**src/rtl/hazard_controller_pkg.sv**
```systemverilog
// Shared types and defaults for the pipeline hazard controller and its MULT/DIV busy timer.
package hazard_controller_pkg;

    localparam int unsigned MULT_LAT_DEF = 4;
    localparam int unsigned DIV_LAT_DEF  = 32;
    localparam int unsigned CNT_W_DEF    = 6;
    localparam int unsigned PERF_W_DEF   = 32;
    localparam int unsigned REG_ADDR_W   = 5;
    localparam int unsigned CAUSE_W      = 2;

    typedef enum logic {
        HC_IDLE = 1'b0,
        HC_BUSY = 1'b1
    } hc_state_e;

    typedef enum logic [CAUSE_W-1:0] {
        CAUSE_NONE     = 2'b00,
        CAUSE_LOAD_USE = 2'b01,
        CAUSE_MD_STALL = 2'b10,
        CAUSE_REDIRECT = 2'b11
    } hc_cause_e;

    typedef struct packed {
        logic pc_wen;
        logic ifid_wen;
        logic ifid_flush;
        logic idex_flush;
    } hc_ctrl_t;

    // Pipeline control pattern that goes with each hazard cause.
    function automatic hc_ctrl_t ctrl_for(input hc_cause_e cause);
        hc_ctrl_t c;
        case (cause)
            CAUSE_REDIRECT:                 c = '{pc_wen: 1'b1, ifid_wen: 1'b1, ifid_flush: 1'b1, idex_flush: 1'b1};
            CAUSE_LOAD_USE, CAUSE_MD_STALL: c = '{pc_wen: 1'b0, ifid_wen: 1'b0, ifid_flush: 1'b0, idex_flush: 1'b1};
            default:                        c = '{pc_wen: 1'b1, ifid_wen: 1'b1, ifid_flush: 1'b0, idex_flush: 1'b0};
        endcase
        return c;
    endfunction

endpackage

```
**src/rtl/hazard_controller_md_busy_timer.sv**
```systemverilog
// MULT/DIV HI/LO occupancy timer: loadable down-counter plus busy flag.
module md_busy_timer
    import hazard_controller_pkg::*;
#(
    parameter int unsigned MULT_LAT = MULT_LAT_DEF,
    parameter int unsigned DIV_LAT  = DIV_LAT_DEF,
    parameter int unsigned CNT_W    = CNT_W_DEF
) (
    input  logic clk,
    input  logic rst,
    input  logic start,
    input  logic is_div,
    output logic busy
);

    hc_state_e          state_q, state_d;
    logic [CNT_W-1:0]   timer_q, timer_d;

    // Timer holds remaining busy cycles minus one, so LAT=1 gives one BUSY cycle.
    always_comb begin
        state_d = state_q;
        timer_d = timer_q;
        case (state_q)
            HC_IDLE: begin
                if (start) begin
                    state_d = HC_BUSY;
                    timer_d = is_div ? CNT_W'(DIV_LAT - 1) : CNT_W'(MULT_LAT - 1);
                end
            end
            HC_BUSY: begin
                if (timer_q != '0) begin
                    timer_d = timer_q - CNT_W'(1);
                end else begin
                    state_d = HC_IDLE;
                end
            end
        endcase
    end

    always_ff @(posedge clk) begin
        if (rst) begin
            state_q <= HC_IDLE;
            timer_q <= '0;
        end else begin
            state_q <= state_d;
            timer_q <= timer_d;
        end
    end

    assign busy = (state_q == HC_BUSY);

endmodule

```
**src/rtl/hazard_controller.sv**
```systemverilog
// Stall/flush sequencer for the 5-stage core: load-use, MULT/DIV HI/LO occupancy and branch redirect.
// Optional STALL_CNT_EN adds stall_cnt/flush_cnt performance counters.
module hazard_controller
    import hazard_controller_pkg::*;
#(
    parameter int unsigned MULT_LAT = MULT_LAT_DEF,
    parameter int unsigned DIV_LAT  = DIV_LAT_DEF,
    parameter int unsigned CNT_W    = CNT_W_DEF
`ifdef STALL_CNT_EN
    , parameter int unsigned PERF_W = PERF_W_DEF
`endif
) (
    input  logic                  clk,
    input  logic                  rst,
    input  logic [REG_ADDR_W-1:0] rf_raddr0_ID,
    input  logic [REG_ADDR_W-1:0] rf_raddr1_ID,
    input  logic                  rs_use_ID,
    input  logic                  rt_use_ID,
    input  logic                  md_use_ID,
    input  logic                  mem_ren_EX,
    input  logic [REG_ADDR_W-1:0] rf_waddr_EX,
    input  logic                  md_start_EX,
    input  logic                  md_is_div_EX,
    input  logic                  branch_taken_EX,
    output logic                  pc_wen,
    output logic                  ifid_wen,
    output logic                  ifid_flush,
    output logic                  idex_flush,
    output logic                  md_busy,
    output logic [CAUSE_W-1:0]    hazard_cause
`ifdef STALL_CNT_EN
    , output logic [PERF_W-1:0]   stall_cnt,
    output logic [PERF_W-1:0]     flush_cnt
`endif
);

    logic      timer_busy;
    logic      load_use;
    logic      md_stall;
    hc_cause_e cause;
    hc_ctrl_t  ctrl;

    md_busy_timer #(
        .MULT_LAT (MULT_LAT),
        .DIV_LAT  (DIV_LAT),
        .CNT_W    (CNT_W)
    ) u_md_busy_timer (
        .clk    (clk),
        .rst    (rst),
        .start  (md_start_EX),
        .is_div (md_is_div_EX),
        .busy   (timer_busy)
    );

    // A load writing $zero never creates a dependency.
    assign load_use = mem_ren_EX && (rf_waddr_EX != '0) &&
                      ((rs_use_ID && (rf_raddr0_ID == rf_waddr_EX)) ||
                       (rt_use_ID && (rf_raddr1_ID == rf_waddr_EX)));
    assign md_stall = md_use_ID && (timer_busy || md_start_EX);

    // Priority: redirect > load-use > md stall; reset squashes both pipeline registers.
    always_comb begin
        cause = CAUSE_NONE;
        if (branch_taken_EX) begin
            cause = CAUSE_REDIRECT;
        end else if (load_use) begin
            cause = CAUSE_LOAD_USE;
        end else if (md_stall) begin
            cause = CAUSE_MD_STALL;
        end
        if (rst) begin
            cause = CAUSE_NONE;
        end
        ctrl = ctrl_for(cause);
        if (rst) begin
            ctrl = '{pc_wen: 1'b0, ifid_wen: 1'b0, ifid_flush: 1'b1, idex_flush: 1'b1};
        end
    end

    assign pc_wen       = ctrl.pc_wen;
    assign ifid_wen     = ctrl.ifid_wen;
    assign ifid_flush   = ctrl.ifid_flush;
    assign idex_flush   = ctrl.idex_flush;
    assign md_busy      = timer_busy && !rst;
    assign hazard_cause = CAUSE_W'(cause);

`ifdef STALL_CNT_EN
    logic [PERF_W-1:0] stall_cnt_q, stall_cnt_d;
    logic [PERF_W-1:0] flush_cnt_q, flush_cnt_d;

    always_comb begin
        stall_cnt_d = stall_cnt_q;
        flush_cnt_d = flush_cnt_q;
        if ((cause == CAUSE_LOAD_USE) || (cause == CAUSE_MD_STALL)) begin
            stall_cnt_d = stall_cnt_q + PERF_W'(1);
        end
        if (cause == CAUSE_REDIRECT) begin
            flush_cnt_d = flush_cnt_q + PERF_W'(1);
        end
    end

    always_ff @(posedge clk) begin
        if (rst) begin
            stall_cnt_q <= '0;
            flush_cnt_q <= '0;
        end else begin
            stall_cnt_q <= stall_cnt_d;
            flush_cnt_q <= flush_cnt_d;
        end
    end

    assign stall_cnt = stall_cnt_q;
    assign flush_cnt = flush_cnt_q;
`else
    // Performance counters not built.
`endif

    // Illegal in a correct pipeline: md stall keeps a second MULT/DIV out, and a redirect squashes EX.
    a_no_start_while_busy: assert property (@(posedge clk) disable iff (rst)
        !(md_start_EX && timer_busy));
    a_no_start_with_redirect: assert property (@(posedge clk) disable iff (rst)
        !(md_start_EX && branch_taken_EX));

endmodule
```
**config.mk**
```make
export PLATFORM = sky130hd
export DESIGN_NAME = hazard_controller
export DESIGN_NICKNAME = d
export VERILOG_FILES = /design/src/rtl/hazard_controller_pkg.sv /design/src/rtl/hazard_controller_md_busy_timer.sv /design/src/rtl/hazard_controller.sv
export SDC_FILE = /design/constraint.sdc
export NUM_CORES = 1
export LEC_CHECK = 0
export CAP_MARGIN = 0
export CORE_MARGIN = 10
export CORE_UTILIZATION = 42
export DETAILED_ROUTE_END_ITERATION = 6
export HOLD_SLACK_MARGIN = 0.12
export PLACE_DENSITY_LB_ADDON = 0.15
export SYNTH_ARGS = -nofsm -noshare
export SYNTH_HDL_FRONTEND = slang
export SYNTH_HIERARCHICAL = 1
export SYNTH_SLANG_ARGS = --single-unit
```
**constraint.sdc**
```tcl
create_clock -name clk -period 4.2 [get_ports clk]
set_clock_uncertainty 0.1 [all_clocks]
set_input_delay 0.63 -clock clk [delete_from_list [all_inputs] [get_ports clk]]
set_output_delay 0.63 -clock clk [all_outputs]
set_load 0.02 [all_outputs]
```
* After elaboration in Yosys (flattened, before gate mapping)
Cells that the tools add are included.
** Word-level totals
- Bits in registers :: 7
- Input port bits :: 24
- Output and inout bits :: 7
- Word-level logic and storage cells :: 37
** Operators by class
- $add $sub $neg :: 1
- Eq/ne operators :: 7
- Mux-type cells :: 13
- Bitwise operators :: 1
- Reductions and logical operators :: 13
** Operators by type and width (count)
- 2-to-1 mux 6 bit :: 2
- case mux 6 bit (2 select lines) :: 1
- equality test 5 bit :: 2
- 2-to-1 mux 2 bit :: 4
- case mux 4 bit (2 select lines) :: 1
- logical AND 1 bit :: 6
- nonzero test 6 bit :: 1
- subtractor 6 x 1 -> 6 bit (second input constant) :: 1
- 2-to-1 mux 5 bit :: 1
- nonzero test 5 bit :: 1
- equality test 2 bit (second input constant) :: 2
- 2-to-1 mux 4 bit :: 1
- inequality test 2 bit (second input constant) :: 2
- equality test 2 x 1 -> 1 bit (second input constant) :: 1
- logical OR 1 bit :: 2
- 2-to-1 mux 1 bit :: 2
- case mux 1 bit (2 select lines) :: 1
- AND reduction 2 bit :: 1
- OR reduction 2 bit :: 1
- zero test 1 bit :: 1
- NOT 1 bit :: 1

* Depth between registers and ports, before layout
- Depth in word-level cells :: 11
- Depth in mapped cells :: 7
- Depth with buffers taken out :: 6

* Cells and area by module
The synthesis kept the hierarchy.
** Modules (own cells, without submodules)
- md_busy_timer :: instances 1, cells each 49, area an instance 407.9 µm², seq. area each 140.1 µm²
- hazard_controller :: instances 1, cells each 33, area an instance 234.0 µm², seq. area each 0.0 µm²

* Worst setup path before layout
OpenSTA, ideal clock, no wires.
- Kind :: input port to output port
- Start :: input port rf_waddr_EX[1]
- End :: output port pc_wen
- Arrival time :: 2.291 ns
- Data required time :: 3.470 ns
- Path slack :: 1.179 ns
- Stages on the path :: 7
- Path buffers :: 1
- Cell sequence :: or4_1 -> o21ai_2 -> nor2_2 -> a21oi_1 -> ha_1 -> nor2_1 -> buf_4
** On the way
- Cells in the longest elaborated chain, start to end :: 11
- Elaborated cells between the ends (all ways) :: 17
- Those cells by class :: eq/ne (5); mux (5); reduce/logical (7)
** RTL lines
- start, declared :: line hazard_controller.sv:21 : input logic [REG_ADDR_W-1:0] rf_waddr_EX,
- equality test 5 bit, on equally long branches :: line hazard_controller.sv:57, hazard_controller.sv:58
- logical AND 1 bit, on equally long branches :: line hazard_controller.sv:57, hazard_controller.sv:58
- logical OR 1 bit :: line hazard_controller.sv:57 : ((rs_use_ID && (rf_raddr0_ID == rf_waddr_EX)) ||
- logical AND 1 bit (*) :: line hazard_controller.sv:56 : assign load_use = mem_ren_EX && (rf_waddr_EX != '0) &&
- 2-to-1 mux 2 bit (*) :: line hazard_controller.sv:66 : end else if (load_use) begin
- 2-to-1 mux 2 bit (*) :: line hazard_controller.sv:64 : if (branch_taken_EX) begin
- 2-to-1 mux 2 bit (*) :: line hazard_controller.sv:71 : if (rst) begin
- equality test 2 x 1 -> 1 bit / equality test 2 bit (equally long branches) :: line hazard_controller_pkg.sv:33 : case (cause)
- OR reduction 2 bit :: line hazard_controller_pkg.sv:33
- case mux 4 bit (2 select lines) (*) :: line hazard_controller_pkg.sv:33
- 2-to-1 mux 4 bit (*) :: line hazard_controller.sv:75 : if (rst) begin
- end, declared :: line hazard_controller.sv:25 : output logic pc_wen,
Every way passes the cells marked *; elsewhere a longest branch is shown, timed or not.

* Worst setup path after layout
- Start :: input port rf_waddr_EX[1]
- End :: output port ifid_wen
** On the way
- Cells in the longest elaborated chain, start to end :: 11
- Elaborated cells between the ends (all ways) :: 17
- Those cells by class :: eq/ne (5); mux (5); reduce/logical (7)
** RTL lines
- equality test 5 bit, on equally long branches :: line hazard_controller.sv:57, hazard_controller.sv:58
- logical AND 1 bit, on equally long branches :: line hazard_controller.sv:57, hazard_controller.sv:58
- logical OR 1 bit :: line hazard_controller.sv:57
- logical AND 1 bit (*) :: line hazard_controller.sv:56
- 2-to-1 mux 2 bit (*) :: line hazard_controller.sv:66
- 2-to-1 mux 2 bit (*) :: line hazard_controller.sv:64
- 2-to-1 mux 2 bit (*) :: line hazard_controller.sv:71
- equality test 2 x 1 -> 1 bit / equality test 2 bit (equally long branches) :: line hazard_controller_pkg.sv:33
- OR reduction 2 bit :: line hazard_controller_pkg.sv:33
- case mux 4 bit (2 select lines) (*) :: line hazard_controller_pkg.sv:33
- 2-to-1 mux 4 bit (*) :: line hazard_controller.sv:75
- end, declared :: line hazard_controller.sv:26 : output logic ifid_wen,
Marked as above.

==> results.py <==
metrics = {
    "setup_path": {
        "cp.arrival_ns": 3.06,
        "r2r_end": "u_md_busy_timer/timer_q[3]",
        "crit_fanout": 3,
        "cp-end-kind": "output port",
        "crit_path_end": "ifid_wen",
        "crit_start": "rf_waddr_EX[1]",
        "critPathRequiredTime_ns": 3.47,
        "cpPeakStageDelay_ns": 0.63,
        "reg2reg_depth": 5,
        "slowest_stage": "clkdlybuf4s50_1",
        "startpoint_type": "primary input",
        "rrSetupSlack_ns": 2.58,
        "r2r-start": "u_md_busy_timer/timer_q[0]",
        "cpMostUsedCell": "clkdlybuf4s50_1",
        "path_cells": "clkdlybuf4s50_1, or4_1, o21ai_2, nor2_2, a21oi_1, ha_1, nor2_1, clkdlybuf4s50_1",
        "path_class": "primary input to output port",
    },
    "yosys": {
        "syn_area_per_cell_um2": 7.828,
        "synth-edff-count": 0,
        "yosysWarnings": 6,
        "synth_xor_area_frac": 0.1365,
        "synthMuxAreaShare": 0,
        "synth_top_family_by_area": "simple AND/OR/NAND/NOR gates",
        "synth_compound_area_frac": 0.2554,
        "synth_cell_types": 34,
        "synthAdderAreaFrac": 0.05848,
        "seq_area_frac_synth": 0.2183,
        "synthCells": 82,
        "synthArstFlopShare": 0,
        "yosys.area_share.simple": 0.2768,
        "synth-seq-cells": 7,
        "synth_ff_type": "dfxtp_1",
        "syn-cell-area_um2": 641.9,
        "syn_nets": 109,
    },
    "detailed_routing": {
        "drc": 0,
        "vias": 699,
        "dr_wl_met2_mm": 1.007,
        "route.layer.met1.wl_um": 690,
        "drt_iter0_drc": 20,
        "first_pass_iters": 4,
        "wire_per_inst_um": 14.42,
        "ant_nets": 0,
        "vias_per_cell": 5.377,
        "wl_mm": 1.874,
        "top_layer": "met4",
        "dr_wl_met3_um": 167,
    },
    "grt": {
        "track_usage": 0.1094,
        "grt_max_degree": 17,
        "grt_pass1_wl_mm": 3.029,
        "antenna_found_initial": 0,
        "overflow": 0,
        "grt_pass1_vias": 719,
    },
    "power": {
        "vdd_ir_drop_max_uv": 188.9,
        "power_frac_comb": 0.420,
        "power.switching_mw": 0.08940,
        "switching_share": 0.3464,
        "power_density_nw_per_um2": 264.4,
        "p_leak_nw": 0.3602,
        "p_total_mw": 0.2581,
        "power_frac_seq": 0.335,
        "internal_power_mw": 0.1686,
        "clock_power_share": 0.245,
    },
    "clocking": {
        "clk_path_buf_depth": 2,
        "htreeDepth": 1,
        "cts_root_buf": "clkbuf_4",
        "clk_latency_ns": 0.25,
        "cts_made_buffers": 3,
        "postCtsHoldBufs": 0,
        "path_clk_slew_ns": 0.06,
        "post_cts_buffers": 0,
        "cts_tree": "built",
        "cts.repair.resized": 0,
        "cts_num_sinks": 7,
    },
    "cells_and_area": {
        "regArea_um2": 140.1,
        "diodes": 0,
        "area_delta_synth_final_pct": 52.05,
        "multi_input_area_um2": 466.7,
        "drive_above_1_share": 0.08772,
        "final_util": 0.6633,
        "nets": 142,
        "fillers": 133,
        "final_cell_count_no_fill": 130,
    },
    "sta": {
        "relSlewSlack": 0.6823,
        "setup_viol": 0,
        "finalCriticalPeriod_ns": 3.788,
        "maxSlewViolCount": 0,
        "period_share": 0.9019,
        "tns_ns": 0,
        "tightest_slew_ns": 0.4759,
        "finalHoldViolations": 0,
        "clock.fmax_mhz": 264.0,
        "setup_ws_ns": 0.4119,
        "rsz0062_at_grt": "no",
    },
    "flow_run": {
        "maxCapViolCount": 0,
    },
    "placement": {
        "portBuffers": 30,
        "dp_hpwl_mm": 1.617,
        "placed_cells": 126,
        "place_ws_ns": 0.3861,
        "gp_congestion": 0.8260,
    },
    "die": {
        "row_count": 14,
        "die-width_um": 59.09,
        "io_pins": 31,
        "die_h_um": 59.09,
        "die_area_um2": 3492,
        "initial_core_util": 0.4362,
        "core_area_um2": 1471,
    },
    "hold_path": {
        "hp-class": "register to register",
    },
    "run_status": {
        "status": "finished, final reports clean",
    },
}
-- worst max-delay path, delay by kind of cell --
kind / cells / cell delay [ns]
buffers and inverters: 2 / 1.10
AND/OR/NAND/NOR: 3 / 0.72
adder cells (fa/ha/maj): 1 / 0.24
AO/OA/AOI/OAI: 2 / 0.36
-- cell type report --
cell class,instances,area share
tap,16,0.02051
timing repair buffer,30,0.3077
sequential,7,0.1436
clock buffer,4,0.02692
inverter,6,0.02308
multi-input combinational,67,0.4782
-- worst min path at each step --
stage / end / start / depth (start not counted)
global placement: u_md_busy_timer/timer_q[4] / u_md_busy_timer/timer_q[4] / 2
detailed placement: u_md_busy_timer/timer_q[2] / u_md_busy_timer/timer_q[2] / 2
finish: u_md_busy_timer/timer_q[2] / u_md_busy_timer/timer_q[2] / 2
CTS: u_md_busy_timer/timer_q[2] / u_md_busy_timer/timer_q[2] / 2
global route: u_md_busy_timer/timer_q[4] / u_md_busy_timer/timer_q[4] / 2
floorplan: u_md_busy_timer/timer_q[1] / u_md_busy_timer/timer_q[1] / 2
-- through the flow --
stage | hold WS (ns) | cell area (µm²)
2_1_floorplan | 0.3859 | 641.9
4_1_cts | 0.4270 | 975.9
6_report | 0.4304 | 975.9
3_3_place_gp | 0.4077 | 949.7
3_5_place_dp | 0.4214 | 949.7
5_1_grt | 0.4651 | 975.9
-- state kept, by name (all words and copies together), names as in the netlist --
signal                   flops
u_md_busy_timer/busy         1
u_md_busy_timer/timer_q      6
-- synth_stat cells (all sizes together), types with 2 or more instances --
| cell | instances | area [µm²] |
|---|---|---|
| inv | 6 | 22.52 |
| nand2b | 2 | 12.51 |
| a211oi | 3 | 22.52 |
| nor2 | 8 | 32.54 |
| a21oi | 6 | 30.03 |
| xnor2 | 10 | 87.58 |
| dfxtp | 7 | 140.1 |
| nor2b | 4 | 25.02 |
| o21ai | 2 | 13.76 |
| nor4b | 2 | 23.77 |
| nand4 | 3 | 18.77 |
| buf | 2 | 12.51 |
| nand2 | 7 | 26.28 |
| a31o | 2 | 17.52 |
| nor3 | 3 | 20.02 |
| ha | 3 | 37.54 |
-- power by group through the flow --
stage | registers [mW] | logic (mW) | clock network (mW)
final | 0.0864 | 0.108 | 0.0633
after global routing | 0.0873 | 0.119 | 0.0684
after CTS | 0.0859 | 0.109 | 0.0648
after detailed placement | 0.0869 | 0.109 | 0
after global placement | 0.0868 | 0.107 | 0
after floorplan | 0.0826 | 0.0663 | 0
-- cells by family (layout without fill, tap and decap cells) --
family | Yosys count | in the layout
adder cells (fa/ha/maj) | 3 | 3
AND/OR/NAND/NOR | 32 | 32
AO/OA/AOI/OAI | 22 | 22
flip-flops | 7 | 7
XOR/XNOR | 10 | 10
buffers and inverters | 8 | 40
-- per-layer routing --
| layer | vias up | track usage |
|---|---|---|
| met5 | - | 0 |
| met4 | 0 | 0.02623 |
| met3 | 2 | 0.05150 |
| met2 | 24 | 0.1997 |
| met1 | 312 | 0.1083 |
| li1 | 361 | - |
-- cell usage in the layout (no fill, tap or decap), types with 2 or more instances in the layout --
cell type        count
a211oi_1             3
a21oi_1              6
clkbuf_4             3
clkdlybuf4s50_1     30
dfxtp_1              7
ha_1                 3
inv_1                6
nand2_1              7
nand2b_1             2
nand4_1              3
nor2_1               7
nor2b_1              4
nor3_1               2
xnor2_1             10
Power figures use the tool's default switching activity.
